$ cat src/rtl/ysyx_23060184_pkg.sv
// Shared types and constants for the ysyx_23060184 core front end.
package ysyx_23060184_pkg;

  typedef enum logic [1:0] {
    StIdle,
    StAddr,
    StData,
    StHold
  } ifu_state_t;

  localparam logic [1:0]  RESP_OKAY       = 2'b00;

  localparam logic [1:0]  IFAULT_NONE     = 2'b00;
  localparam logic [1:0]  IFAULT_MISALIGN = 2'b01;
  localparam logic [1:0]  IFAULT_BUS      = 2'b10;

  // First PC after reset; used by the PC stage.
  localparam logic [31:0] RESET_PC        = 32'h8000_0000;

endpackage

$ cat src/rtl/ysyx_23060184_ifu_perf.sv
// Fetch performance counters: completed fetches and cycles spent waiting on the bus.
// Instantiated by the IFU only when YSYX_23060184_IFU_PERF_EN is defined.
module ysyx_23060184_ifu_perf (
  input  logic        clk,
  input  logic        rstn,
  input  logic        fetch_done_i,
  input  logic        stall_i,
  output logic [63:0] fetch_cnt_o,
  output logic [63:0] stall_cnt_o
);

  logic [63:0] fetch_cnt_d, fetch_cnt_q;
  logic [63:0] stall_cnt_d, stall_cnt_q;

  // Next-state: increment on each event, wrapping naturally at 2^64.
  always_comb begin
    fetch_cnt_d = fetch_cnt_q;
    stall_cnt_d = stall_cnt_q;
    if (fetch_done_i) fetch_cnt_d = fetch_cnt_q + 64'd1;
    if (stall_i)      stall_cnt_d = stall_cnt_q + 64'd1;
  end

  // Counter registers with synchronous active-low reset.
  always_ff @(posedge clk) begin
    if (!rstn) begin
      fetch_cnt_q <= '0;
      stall_cnt_q <= '0;
    end else begin
      fetch_cnt_q <= fetch_cnt_d;
      stall_cnt_q <= stall_cnt_d;
    end
  end

  assign fetch_cnt_o = fetch_cnt_q;
  assign stall_cnt_o = stall_cnt_q;

endmodule

$ cat src/rtl/ysyx_23060184_ifu.sv
// Instruction fetch unit: accepts one PC from the PC stage, issues a single-beat AR/R read,
// and holds the instruction on a valid/ready output until the decoder takes it.
// Optional counters enabled by defining YSYX_23060184_IFU_PERF_EN.
module ysyx_23060184_ifu
  import ysyx_23060184_pkg::*;
#(
  parameter int unsigned DATA_WIDTH = 32,
  parameter int unsigned ADDR_WIDTH = 32
) (
  input  logic                  clk,
  input  logic                  rstn,
  input  logic                  Pvalid,
  output logic                  Iready,
  input  logic [ADDR_WIDTH-1:0] PC,
  output logic [ADDR_WIDTH-1:0] araddr,
  output logic                  arvalid,
  input  logic                  arready,
  input  logic [DATA_WIDTH-1:0] rdata,
  input  logic [1:0]            rresp,
  input  logic                  rvalid,
  output logic                  rready,
  output logic                  Ivalid,
  input  logic                  Dready,
  output logic [DATA_WIDTH-1:0] inst,
  output logic [ADDR_WIDTH-1:0] inst_pc,
  output logic [1:0]            ifault
`ifdef YSYX_23060184_IFU_PERF_EN
  ,
  output logic [63:0]           perf_fetch_cnt,
  output logic [63:0]           perf_stall_cnt
`endif
);

  ifu_state_t state_d, state_q;

  logic                  iready_d,  iready_q;
  logic                  arvalid_d, arvalid_q;
  logic                  rready_d,  rready_q;
  logic                  ivalid_d,  ivalid_q;
  logic [ADDR_WIDTH-1:0] araddr_d,  araddr_q;
  logic [ADDR_WIDTH-1:0] inst_pc_d, inst_pc_q;
  logic [DATA_WIDTH-1:0] inst_d,    inst_q;
  logic [1:0]            ifault_d,  ifault_q;

  logic pc_fire, ar_fire, r_fire, i_fire, pc_misaligned;

  // Handshakes only fire in their own state, so stray inputs elsewhere are ignored.
  assign pc_fire       = (state_q == StIdle) && Pvalid && iready_q;
  assign ar_fire       = (state_q == StAddr) && arvalid_q && arready;
  assign r_fire        = (state_q == StData) && rvalid && rready_q;
  assign i_fire        = (state_q == StHold) && ivalid_q && Dready;
  assign pc_misaligned = (PC[1:0] != 2'b00);

  // State register.
  always_ff @(posedge clk) begin
    if (!rstn) state_q <= StIdle;
    else       state_q <= state_d;
  end

  // Next-state logic.
  always_comb begin
    state_d = state_q;
    unique case (state_q)
      StIdle:  if (pc_fire) state_d = pc_misaligned ? StHold : StAddr;
      StAddr:  if (ar_fire) state_d = StData;
      StData:  if (r_fire)  state_d = StHold;
      StHold:  if (i_fire)  state_d = StIdle;
      default: state_d = StIdle;
    endcase
  end

  // Next values of the registered outputs; everything holds unless a handshake fires.
  always_comb begin
    iready_d  = iready_q;
    arvalid_d = arvalid_q;
    rready_d  = rready_q;
    ivalid_d  = ivalid_q;
    araddr_d  = araddr_q;
    inst_pc_d = inst_pc_q;
    inst_d    = inst_q;
    ifault_d  = ifault_q;
    unique case (state_q)
      StIdle: begin
        if (pc_fire) begin
          iready_d  = 1'b0;
          araddr_d  = PC;
          inst_pc_d = PC;
          if (pc_misaligned) begin
            // Skip the bus entirely and report the fault straight away.
            inst_d   = '0;
            ifault_d = IFAULT_MISALIGN;
            ivalid_d = 1'b1;
          end else begin
            arvalid_d = 1'b1;
          end
        end
      end
      StAddr: begin
        if (ar_fire) begin
          arvalid_d = 1'b0;
          rready_d  = 1'b1;
        end
      end
      StData: begin
        if (r_fire) begin
          inst_d   = rdata;
          ifault_d = (rresp != RESP_OKAY) ? IFAULT_BUS : IFAULT_NONE;
          rready_d = 1'b0;
          ivalid_d = 1'b1;
        end
      end
      StHold: begin
        if (i_fire) begin
          ivalid_d = 1'b0;
          iready_d = 1'b1;
        end
      end
      default: ;
    endcase
  end

  // Output registers; reset abandons any in-flight read.
  always_ff @(posedge clk) begin
    if (!rstn) begin
      iready_q  <= 1'b1;
      arvalid_q <= 1'b0;
      rready_q  <= 1'b0;
      ivalid_q  <= 1'b0;
      araddr_q  <= '0;
      inst_pc_q <= '0;
      inst_q    <= '0;
      ifault_q  <= IFAULT_NONE;
    end else begin
      iready_q  <= iready_d;
      arvalid_q <= arvalid_d;
      rready_q  <= rready_d;
      ivalid_q  <= ivalid_d;
      araddr_q  <= araddr_d;
      inst_pc_q <= inst_pc_d;
      inst_q    <= inst_d;
      ifault_q  <= ifault_d;
    end
  end

  assign Iready  = iready_q;
  assign arvalid = arvalid_q;
  assign rready  = rready_q;
  assign Ivalid  = ivalid_q;
  assign araddr  = araddr_q;
  assign inst_pc = inst_pc_q;
  assign inst    = inst_q;
  assign ifault  = ifault_q;

`ifdef YSYX_23060184_IFU_PERF_EN
  ysyx_23060184_ifu_perf u_perf (
    .clk          (clk),
    .rstn         (rstn),
    .fetch_done_i (i_fire),
    .stall_i      ((state_q == StAddr) || (state_q == StData)),
    .fetch_cnt_o  (perf_fetch_cnt),
    .stall_cnt_o  (perf_stall_cnt)
  );
`endif

endmodule

$ cat config.mk
export PLATFORM = sky130hd
export DESIGN_NAME = ysyx_23060184_ifu
export DESIGN_NICKNAME = d
export VERILOG_FILES = /design/src/rtl/ysyx_23060184_pkg.sv /design/src/rtl/ysyx_23060184_ifu_perf.sv /design/src/rtl/ysyx_23060184_ifu.sv
export SDC_FILE = /design/constraint.sdc
export NUM_CORES = 1
export LEC_CHECK = 0
export CORE_MARGIN = 2
export CORE_UTILIZATION = 39
export CTS_BUF_LIST = sky130_fd_sc_hd__clkbuf_4 sky130_fd_sc_hd__clkbuf_8 sky130_fd_sc_hd__clkbuf_16
export CTS_CLUSTER_DIAMETER = 30
export DETAILED_ROUTE_END_ITERATION = 10
export PLACE_DENSITY = 0.8
export SYNTH_ARGS = -nofsm -noshare
export SYNTH_HDL_FRONTEND = slang
export SYNTH_SLANG_ARGS = --single-unit
$ cat constraint.sdc
create_clock -name clk -period 2.15 [get_ports clk]
set_input_delay 0.43 -clock clk [delete_from_list [all_inputs] [get_ports clk]]
set_output_delay 0.43 -clock clk [all_outputs]
set_load 0.005 [all_outputs]
---- Yosys cells after proc, flatten, opt, wreduce, memory -nomap -nowiden ----
Cells that the tools add are included.
word-level totals
  bits in registers ....................... 72
  input bits .............................. 72
operators by class
  mux-type cells .......................... 30
  equal/unequal tests ..................... 9
  reduce and logical (&&, ||, !) cells .... 23
operators with widths
  kind                                                 count
  two-way mux 32 bit                                   3
  one-hot mux 32 bit (2 select lines)                  1
  two-way mux 2 bit                                    9
  != test 2 bit, second input constant                 6
  AND reduction 4 bit                                  3
  nonzero test 2 bit                                   6
  two-way mux 1 bit                                    11
  logical AND 1 bit                                    8
  one-hot mux 2 bit (4 select lines)                   1
  one-hot mux 1 bit (2 select lines)                   3
  AND reduction 3 bit                                  2
  AND reduction 5 bit                                  1
  equality test 2 bit, second input constant           2
  one-hot mux 2 bit (2 select lines)                   1
  one-hot mux 1 bit (3 select lines)                   1
  nonzero test 3 bit                                   1
  equality test 2 x 1 -> 1 bit, second input constant  1
  zero test 2 bit                                      1
  AND reduction 2 bit                                  1

---- Longest topological paths before layout ----
  word-level depth ........................ 5
  depth in mapped cells ................... 8
  mapped depth without buffers ............ 5

---- Worst setup path before layout ----
No wires, ideal clock.
  path kind ............................... register -> register
  from .................................... register state_q[0]
  to ...................................... register ifault_q[1] (netlist: ifault[1])
  period minus slack after synthesis ...... 1618 ps
  library setup time ...................... 122 ps
  arrival ................................. 1497 ps
  slack ................................... 532 ps
  cell stages (with the launch flop) ...... 7
  required time ........................... 2028 ps
  path through ............................ dfxtp_1 inv_1 ha_1 a21bo_2 o2111ai_4 buf_12 mux2i_1
on the way
  longest elaborated chain between the ends .. 5
RTL lines
  element                                                        line                                                                       source
  start: declaration                                             ysyx_23060184_ifu.sv:34                                                    ifu_state_t state_d, state_q;
  start signal: assignment                                       ysyx_23060184_ifu.sv:56                                                    if (!rstn) state_q <= StIdle;
  start signal: assignment                                       ysyx_23060184_ifu.sv:57                                                    else state_q <= state_d;
  equality test 2 bit / zero test 2 bit (equally long branches)  ysyx_23060184_ifu.sv:50, ysyx_23060184_ifu.sv:82, ysyx_23060184_ifu.sv:48
  logical AND 1 bit (on tied branches) (2 in a row)              ysyx_23060184_ifu.sv:50, ysyx_23060184_ifu.sv:48
  != test 2 bit (no source line)                                 -
  AND reduction 4 bit (no source line)                           -
  end signal: assignment                                         ysyx_23060184_ifu.sv:141                                                   ifault_q <= ifault_d;
  end: declaration                                               ysyx_23060184_ifu.sv:43                                                    logic [1:0] ifault_d, ifault_q;
Parallel ways exist; a longest one is shown, timed or not.
A chain may end at the register's enable or synchronous reset.

---- Worst setup path in the final report ----
  from .................................... register state_q[1]
  to ...................................... register inst_q[11] (netlist: inst[11])
on the way
  longest elaborated chain between the ends .. 5
RTL lines
  element                                                        line                                                                       source
  equality test 2 bit / zero test 2 bit (equally long branches)  ysyx_23060184_ifu.sv:50, ysyx_23060184_ifu.sv:82, ysyx_23060184_ifu.sv:48
  logical AND 1 bit (on tied branches) (2 in a row)              ysyx_23060184_ifu.sv:50, ysyx_23060184_ifu.sv:48
  != test 2 bit (no source line)                                 -
  AND reduction 4 bit (no source line)                           -
  end signal: assignment                                         ysyx_23060184_ifu.sv:140                                                   inst_q <= inst_d;
  end: declaration                                               ysyx_23060184_ifu.sv:42                                                    logic [DATA_WIDTH-1:0] inst_d, inst_q;
Parallel ways exist; a longest one is shown, timed or not.

==> impl_metrics.json <==
{
  "p_int_mw": 3.39,
  "rsz0062_at_grt": "false",
  "reg2reg_depth": 6,
  "netlist_area_um2": 3260,
  "crit_cells": 6,
  "ys_types": 32,
  "drtIter0Drc": 46,
  "port_buffers": 173,
  "crit_path_end_kind": "flop",
  "clk_pin_slew_worst_paths_ns": 0.08,
  "grt_pass1_wl_um": 12600,
  "synth_xor_area_frac": 0,
  "h-tree-depth": 3,
  "syn_nets": 449,
  "place_inst": 607,
  "worstSkewPairLatency_ns": 0.35,
  "setup_viol": 0,
  "setup_slack_ns": 0.288,
  "die-area_um2": 9120,
  "switching_share": 0.299,
  "yosysSeqAreaShare": 0.442,
  "drt-total-wl_um": 8380,
  "slew_headroom": 0.683,
  "cts-root-buf": "clkbuf_8",
  "final_cell_mix": "clkdlybuf4s50_1, nand2_1, dfxtp_1",
  "routedWlPerCell_um": 13.4,
  "tightestPinTransition_ns": 0.474,
  "cp.arrival_ns": 2.14,
  "yosys_warnings": 0,
  "die_h_um": 95.5,
  "min_to": "inst[25]",
  "p_leak_nw": 2.00,
  "crit_path_max_incr_delay_ns": 0.46,
  "setup_tns_ns": 0,
  "drc": 0,
  "post-route-util": 0.623,
  "antenna_cells": 0,
  "postCtsHoldBufs": 0,
  "start_kind": "flop",
  "crit_type": "reg2reg",
  "synth_top_area_share": 0.442,
  "start_util": 0.399,
  "grt_max_degree": 34,
  "ys_ff_latch": 72,
  "min-delay-start": "inst[25]",
  "clkPwrFrac": 0.267,
  "cts_setup_buffers": 0,
  "regArea_um2": 1440,
  "grt_pass1_vias": 2707,
  "r2r_slack_ns": 0.29,
  "synthMuxAreaShare": 0.107,
  "layout_commonest_cell": "clkdlybuf4s50_1",
  "cp_num_buf_inv": 2,
  "peakVddDrop_mv": 0.481,
  "place.gp.congestion": 0.826,
  "drive_gt1_frac": 0.0656,
  "io-pin-count": 174,
  "p_seq_frac": 0.349,
  "vias": 2922,
  "n_fill_cell": 703,
  "row_count": 33,
  "synthCells": 372,
  "fin_crit_ns": 1.86,
  "multi_input_area_um2": 1410,
  "clock_sinks": 72,
  "slew_violations": 0,
  "finClkSkew_ns": 0.0117,
  "power_mw": 4.83,
  "holdPathStages": 2,
  "ys_async_sr_fraction": 0,
  "cp_data_required_time_ns": 2.43,
  "synth_edf_count": 0,
  "track_usage": 0.179,
  "min_path_type": "reg2reg",
  "ys.flop_type": "dfxtp_1",
  "path_max_fanout": 19,
  "yosys.area.top_type": "dfxtp_1",
  "drv_cap": 0,
  "grt_antenna_before_repair": 0,
  "synth.area.top_cells": "dfxtp_1, nand2_1, mux2i_1",
  "area_delta_synth_final_pct": 56.0,
  "drtPass1Iterations": 4,
  "cts.path.max_buffers": 2,
  "yosys.area_share.adder": 0.0192,
  "crit_family": "simple AND/OR/NAND/NOR gates",
  "stdcell_count": 623,
  "grt_overflow_total": 0,
  "synth-compound-area-share": 0.129,
  "power_density_nw_per_um2": 949,
  "fin_crit_sh": 0.866,
  "synth.avg_cell_area_um2": 8.78,
  "timing.rr.start": "state_q[1]",
  "cts_tree": "built",
  "cts_inserted_buffers": 9,
  "dpl.hpwl_um": 6140,
  "pwr-share-comb": 0.384,
  "r2r_end": "inst[11]",
  "timing.fmax_mhz": 537,
  "worstPathCellList": "inv_1 > ha_1 > or3b_1 > o2111ai_4 > buf_12 > mux2i_1",
  "status": "completed",
  "via_per_inst": 4.69,
  "yosys.area_share.simple": 0.176,
  "place_ws_ns": 0.104,
  "dieWidth_um": 95.5,
  "nNetsFinal": 590,
  "switching_power_mw": 1.45,
  "slowest_stage": "or3b_1",
  "hold_viol_final": 0,
  "cts_resized": 0,
  "synth_top_family_by_area": "simple AND/OR/NAND/NOR gates",
  "core_um2": 8180,
  "ant_nets": 0
}
==> power groups by stage <==
stage	sequential, mW	combinational, mW	clock, mW
floorplan	1.71	1.15	0
global placement	1.71	1.83	0
detailed placement	1.71	1.87	0
CTS	1.69	1.87	1.33
global route	1.71	2.01	1.40
finish	1.68	1.86	1.29
==> routing by layer <==
metal,track usage,share of wire,wire length (um),up-vias
met3,0.0767,0.10,857,4
met2,0.292,0.46,3840,135
met4,0.0500,0.0063,53,0
met1,0.215,0.43,3620,1327
li1,-,-,-,1456
met5,0,0,0,-
==> registers in the layout, summed over array words and instances (netlist names) <==
name,flops
Ivalid,1
inst_pc,32
state_q,2
arvalid,1
rready,1
inst,32
ifault,2
Iready,1
==> worst min-delay path: stages (launching register included) <==
cell and delay, ns:
dfxtp_1 0.31, nand2_1 0.05, mux2i_1 0.05
==> logic make-up (layout without fill, tap and decap cells) <==
kind of cell               count (synthesis)  after routing
and+or+nand+nor                          146            146
DFF                                       72             72
buffers and inverters                     61            207
AOI/OAI and AO/OA                         53             53
muxes                                     35             35
adders and majority gates                  5              5
==> worst max-delay path by stage <==
stage	slack, ns	start	end
2_1_floorplan	0.53	state_q[0]	ifault[1]
3_3_place_gp	0.13	PC[0]	inst[30]
3_5_place_dp	0.10	PC[0]	inst[31]
4_1_cts	0.28	state_q[1]	inst[31]
5_1_grt	0.15	state_q[0]	inst[29]
6_report	0.29	state_q[1]	inst[11]
==> area by class of cell <==
cell class / count / area share
Clock buffer: 9 / 0.0243
Sequential cell: 72 / 0.283
Timing Repair Buffer: 186 / 0.363
Multi-Input combinational cell: 239 / 0.276
Tap cell: 105 / 0.0258
Clock inverter: 7 / 0.0236
Inverter: 5 / 0.00369
==> per-stage QoR <==
stage	cell area, um^2	hold slack (ns)
5_1_grt	5090	0.484
3_3_place_gp	4850	0.444
6_report	5090	0.462
2_1_floorplan	3260	0.454
3_5_place_dp	4850	0.451
4_1_cts	5090	0.468
==> Yosys cell counts (2+ instances only) <==
cell	n
clkbuf_1	12
nand2_1	135
inv_1	5
ha_1	5
and3_1	2
buf_2	8
a21bo_2	2
o21ai_0	5
buf_4	32
dfxtp_1	72
mux2i_1	35
buf_12	3
a21boi_0	5
a21boi_1	31
nand3_1	3
Note: power is estimated with default switching activity, not from simulation.
